==> src/rtl/page_q_pkg.sv <==
// Shared defaults and sizing helpers for the page stream queue bank.
package page_q_pkg;

  localparam int unsigned DEF_W         = 9;
  localparam int unsigned DEF_BUF_DEPTH = 15;
  localparam int unsigned DEF_DEPTH     = DEF_BUF_DEPTH + 1;
  localparam int unsigned DEF_SLACK     = 0;

  // Occupancy counter must represent 0..DEPTH inclusive.
  function automatic int unsigned calc_cw(input int unsigned depth);
    return $clog2(depth + 1);
  endfunction

  // The head register holds one token, the circular buffer the rest.
  function automatic int unsigned calc_buf_depth(input int unsigned depth);
    return depth - 1;
  endfunction

  function automatic int unsigned calc_ptr_w(input int unsigned buf_depth);
    return (buf_depth > 1) ? $clog2(buf_depth) : 1;
  endfunction

endpackage

==> src/rtl/page_queue_ch.sv <==
// One stream queue channel: registered head, circular buffer, occupancy and
// sticky overflow status.
module page_queue_ch
  import page_q_pkg::*;
#(
  parameter int unsigned W     = DEF_W,
  parameter int unsigned DEPTH = DEF_DEPTH,
  parameter int unsigned SLACK = DEF_SLACK,
  parameter int unsigned CW    = calc_cw(DEPTH)
) (
  input  logic          clock,
  input  logic          reset,
  input  logic [W-1:0]  qin_d,
  input  logic          qin_e,
  input  logic          qin_v,
  output logic          qin_b,
  output logic [W-1:0]  qout_d,
  output logic          qout_e,
  output logic          qout_v,
  input  logic          qout_b,
  output logic [CW-1:0] occ,
  output logic          ovf
);

  localparam int unsigned BD  = calc_buf_depth(DEPTH);
  localparam int unsigned PW  = calc_ptr_w(BD);
  localparam int unsigned THR = DEPTH - SLACK;

  typedef struct packed {
    logic [W-1:0] d;
    logic         e;
  } token_t;

  token_t          mem [BD];
  token_t          head;
  logic            head_v;
  logic [PW-1:0]   wptr;
  logic [PW-1:0]   rptr;
  logic [CW-1:0]   cnt;
  logic            ovf_q;

  logic pop, full, push, drop, buf_empty, refill, load_buf, bypass, wr;
  token_t in_tok;

  function automatic logic [PW-1:0] ptr_inc(input logic [PW-1:0] p);
    return (p == PW'(BD - 1)) ? '0 : p + PW'(1);
  endfunction

  // Handshake and head-refill decisions, all from registered state plus inputs.
  always_comb begin
    in_tok    = '{d: qin_d, e: qin_e};
    pop       = head_v & ~qout_b;
    full      = (cnt == CW'(DEPTH));
    push      = qin_v & (~full | pop);
    drop      = qin_v & ~push;
    buf_empty = (cnt == CW'(head_v));
    refill    = ~head_v | pop;
    load_buf  = refill & ~buf_empty;
    bypass    = refill & buf_empty & push;
    wr        = push & ~bypass;
  end

  always_ff @(posedge clock) begin
    if (reset) begin
      head   <= '0;
      head_v <= 1'b0;
      wptr   <= '0;
      rptr   <= '0;
      cnt    <= '0;
      ovf_q  <= 1'b0;
    end else begin
      if (load_buf) begin
        head   <= mem[rptr];
        head_v <= 1'b1;
        rptr   <= ptr_inc(rptr);
      end else if (bypass) begin
        head   <= in_tok;
        head_v <= 1'b1;
      end else if (refill) begin
        head_v <= 1'b0;
      end
      if (wr) wptr <= ptr_inc(wptr);
      cnt <= cnt + CW'(push) - CW'(pop);
      if (drop) ovf_q <= 1'b1;
    end
  end

  // Buffer storage needs no reset; pointers and occupancy define validity.
  always_ff @(posedge clock) begin
    if (wr && !reset) mem[wptr] <= in_tok;
  end

  assign qin_b  = reset | (cnt >= CW'(THR));
  assign qout_d = head.d;
  assign qout_e = head.e;
  assign qout_v = head_v;
  assign occ    = cnt;
  assign ovf    = ovf_q;

endmodule

==> src/rtl/page_queue_bank.sv <==
// Bank of NCH independent stream queues between page logic and stream ports.
module page_queue_bank
  import page_q_pkg::*;
#(
  parameter int unsigned NCH   = 8,
  parameter int unsigned W     = DEF_W,
  parameter int unsigned DEPTH = DEF_DEPTH,
  parameter int unsigned SLACK = DEF_SLACK,
  parameter int unsigned CW    = calc_cw(DEPTH)
) (
  input  logic              clock,
  input  logic              reset,
  input  logic [NCH*W-1:0]  qin_d,
  input  logic [NCH-1:0]    qin_e,
  input  logic [NCH-1:0]    qin_v,
  output logic [NCH-1:0]    qin_b,
  output logic [NCH*W-1:0]  qout_d,
  output logic [NCH-1:0]    qout_e,
  output logic [NCH-1:0]    qout_v,
  input  logic [NCH-1:0]    qout_b,
  output logic [NCH*CW-1:0] occ,
  output logic [NCH-1:0]    ovf
);

  for (genvar i = 0; i < NCH; i++) begin : g_ch
    page_queue_ch #(
      .W     (W),
      .DEPTH (DEPTH),
      .SLACK (SLACK),
      .CW    (CW)
    ) u_ch (
      .clock  (clock),
      .reset  (reset),
      .qin_d  (qin_d[i*W +: W]),
      .qin_e  (qin_e[i]),
      .qin_v  (qin_v[i]),
      .qin_b  (qin_b[i]),
      .qout_d (qout_d[i*W +: W]),
      .qout_e (qout_e[i]),
      .qout_v (qout_v[i]),
      .qout_b (qout_b[i]),
      .occ    (occ[i*CW +: CW]),
      .ovf    (ovf[i])
    );
  end

endmodule

==> config.mk <==
export PLATFORM = sky130hd
export DESIGN_NAME = page_queue_bank
export DESIGN_NICKNAME = d
export VERILOG_FILES = /design/src/rtl/page_q_pkg.sv /design/src/rtl/page_queue_ch.sv /design/src/rtl/page_queue_bank.sv
export SDC_FILE = /design/constraint.sdc
export NUM_CORES = 2
export LEC_CHECK = 0
export CORE_MARGIN = 2
export CORE_UTILIZATION = 65
export DETAILED_ROUTE_END_ITERATION = 7
export PLACE_DENSITY = 0.84
export SETUP_SLACK_MARGIN = 0.5
export SLEW_MARGIN = 20
export SYNTH_ARGS = -nofsm -noshare
export SYNTH_HDL_FRONTEND = slang
export SYNTH_HIERARCHICAL = 1
export SYNTH_SLANG_ARGS = --single-unit
==> constraint.sdc <==
create_clock -name clock -period 6.1 [get_ports clock]
set_input_delay 1.22 -clock clock [delete_from_list [all_inputs] [get_ports clock]]
set_output_delay 1.22 -clock clock [all_outputs]
set_load 0.02 [all_outputs]
==> reports/qor.csv <==
stage,metric,value,unit
layout,share of layout cells above drive strength 1,0.156,
floorplanning,cell row count,110,
worst_setup_path,"Data required, critical path",4.88,ns
logic_synthesis,"Seq/Total Area, Yosys",0.686,
clock_tree,clock slew at reported path FFs,0.06,ns
global_route,largest net degree at the start of global routing,72,
clock_tree,cell chosen for the clock root,clkbuf_16,
sta,Max Fclk,240,MHz
floorplanning,number of top-level pins,242,
power,PD cells,397,nW/um^2
detailed_routing,final wirelength,134000,um
logic_synthesis,commonest cells in the netlist,"edfxtp_1, mux2i_1, dfxtp_1",
sta,Worst-Margin Slew,1.18,ns
sta,Final Max Tran Viols,0,
layout,nets@finish,4180,
layout,Area Growth Syn to Fin,13.7,%
logic_synthesis,Yosys top cell area share,0.608,
floorplanning,CORE AREA,90100,sq um
sta,RSZ-0062 raised after global routing,false,
detailed_routing,first drt pass iteration count,6,
global_route,initial antenna violation count,3,
logic_synthesis,Synth Warn #,6,
global_route,GRT Overall Usage,0.283,
logic_synthesis,"flops & latches, synth",1432,
sta,Final Hold Vio Count,0,
sta,Final period util,0.682,
floorplanning,die area,93600,sq um
clock_tree,Clock Latency Late Sink,0.73,ns
power,Worst VDD drop,0.381,mV
logic_synthesis,"Cell Area, Synth",59300,sq um
logic_synthesis,top_reg_cell synth,edfxtp_1,
detailed_routing,DRC,0,
run,Max-Cap Viols,0,
detailed_routing,total number of vias,34736,
logic_synthesis,"count leader, synth",edfxtp_1,
sta,worst clock skew,0.0335,ns
logic_synthesis,Async SR Flop Fraction,0,
clock_tree,TritonCTS clock tree,built,
clock_tree,post-CTS resize count,0,
sta,setup_tns,0,ns
clock_tree,Num CTS Buffers,143,
hold_path,hold crit path type,flip-flop to flip-flop,
placement,Placer Congestion,0.887,
detailed_routing,WL/cell,25.3,um
clock_tree,clk sinks,1432,
global_route,first-pass GRT wire length,203000,um
detailed_routing,1st-iter DRT viols,4302,
clock_tree,worst-case clock buffer depth,3,
global_route,total grt overflow,0,
status,status,"finished, final reports clean",
placement,PortBufs,241,
worst_setup_path,"Slowest-stage cell, CP",clkdlybuf4s50_1,
floorplanning,starting density of the core,0.657,
detailed_routing,Antenna Nets Post-Route,0,
placement,Post-DP HPWL,81000,um
logic_synthesis,Post-Synthesis Cells,3769,
power,Pleak,21.7,nW
worst_setup_path,Setup crit end kind,output pin,
power,Total Power,26.7,mW
worst_setup_path,critical-path cell list,clkbuf_8 > inv_1 > nand2_1 > clkdlybuf4s50_1,
worst_setup_path,CP Launch Type,input pin,
logic_synthesis,"EDFF count, synth",1200,
worst_setup_path,critical path type,input pin to output pin,
logic_synthesis,syn avg cell area,15.7,sq um
placement,Place WS,1.67,ns
floorplanning,Die Height,306,um
global_route,vias in the first global route,34293,
detailed_routing,Vias per Instance,6.53,
logic_synthesis,largest area contributor in the netlist,edfxtp_1,
sta,Final Critical Period,4.16,ns
clock_tree,setup bufs post-CTS,0,
floorplanning,die width,306,um
worst_setup_path,WP data arrival,2.94,ns
worst_setup_path,largest stage delay on the critical path,0.62,ns
logic_synthesis,library cells used by synthesis,97,
worst_setup_path,"critical path fanouts, max",66,
logic_synthesis,Syn Nets,3923,
layout,ant diodes,0,
sta,Finish-stage setup viols,0,
logic_synthesis,top post-synthesis cells by area,"edfxtp_1, dfxtp_1, mux2i_1",
sta,Max-slew headroom,0.210,
sta,setup slack after layout,1.94,ns
clock_tree,H-tree Lvls,4,
clock_tree,Post-CTS Hold Buffers,0,
[path summary, 6_finish.rpt]
kind / startpoint / endpoint / slack [ns] / depth (start not counted)
max: reset / qin_b[1] / 1.94 / 4
min: g_ch[7].u_ch/ovf$_SDFFE_PP0P_ / g_ch[7].u_ch/ovf$_SDFFE_PP0P_ / 0.47 / 2
max reg2reg: g_ch[0].u_ch/qout_v$_SDFFE_PP0P_ / g_ch[0].u_ch/mem[4][0]$_DFFE_PP_ / 2.82 / 5
min reg2reg: g_ch[7].u_ch/ovf$_SDFFE_PP0P_ / g_ch[7].u_ch/ovf$_SDFFE_PP0P_ / 0.47 / 2
[area by class of cell]
class	count	area (sq um)
clock buffers	213	4170
inverters	110	413
well taps	1176	1470
clock inverters	47	373
fillers	5138	22800
multi-input cells	2024	17300
flip-flops and latches	1432	40700
repair buffers	315	2970
[metal layers]
metal | GRT usage | up-vias | share of wire
met1 | 0.391 | 17308 | 0.39
met3 | 0.0520 | 293 | 0.086
met5 | 0 | - | 0.00017
met4 | 0.0949 | 4 | 0.028
met2 | 0.461 | 1816 | 0.49
li1 | - | 15315 | -
[cell families (layout without fill, tap and decap cells)]
kind of cell / count (synthesis) / after routing / synth area share
flip-flops: 1432 / 1432 / 0.686
XOR/XNOR: 28 / 28 / 0.00414
AO/OA/AOI/OAI: 652 / 652 / 0.0796
multiplexers: 510 / 510 / 0.116
AND/OR/NAND/NOR: 778 / 778 / 0.0734
adder cells (fa/ha/maj): 56 / 56 / 0.0128
buffers and inverters: 313 / 685 / 0.0279
[sequential cells by signal (all words and copies together), names as in the netlist, named ones only]
name	flops
g_ch.u_ch/mem	1200
g_ch.u_ch/qout_d	72
g_ch.u_ch/occ	40
g_ch.u_ch/rptr	32
g_ch.u_ch/wptr	32
g_ch.u_ch/ovf	8
g_ch.u_ch/qout_e	8
g_ch.u_ch/qout_v	8
[power by group]
| group | internal [mW] | leakage, nW | total, mW | switching (mW) |
|---|---|---|---|---|
| sequential | 11.2 | 12.7 | 12.0 | 0.775 |
| clock | 4.91 | 2.22 | 8.50 | 3.59 |
| combinational | 2.78 | 6.80 | 6.27 | 3.49 |
| total | 18.9 | 21.7 | 26.7 | 7.85 |
[placed cells by master, fill, tap and decap left out, types with 89 or more instances in the layout]
master and count:
mux4_2 100, inv_1 106, clkbuf_16 151, clkdlybuf4s50_1 240, mux2_2 89, o21ai_0 94
nor3_1 108, edfxtp_1 1200, mux2i_1 290, dfxtp_1 219, a21oi_1 106, nor2_1 180
nand2_1 126
[through the flow]
step	util	hold slack [ns]	area, sq um	cells
5_1_grt	0.747	0.511	67400	5317
4_1_cts	0.746	0.473	67200	5316
6_report	0.747	0.473	67400	5317
3_3_place_gp	0.695	0.461	62700	5056
2_1_floorplan	-	0.484	59300	3769
3_5_place_dp	0.695	0.460	62700	5056
[worst max-delay path, delay by kind of cell]
| kind | cells | cell delay (ns) |
|---|---|---|
| and+or+nand+nor | 1 | 0.19 |
| buffers and inverters | 3 | 1.46 |
Power figures use the tool's default switching activity.
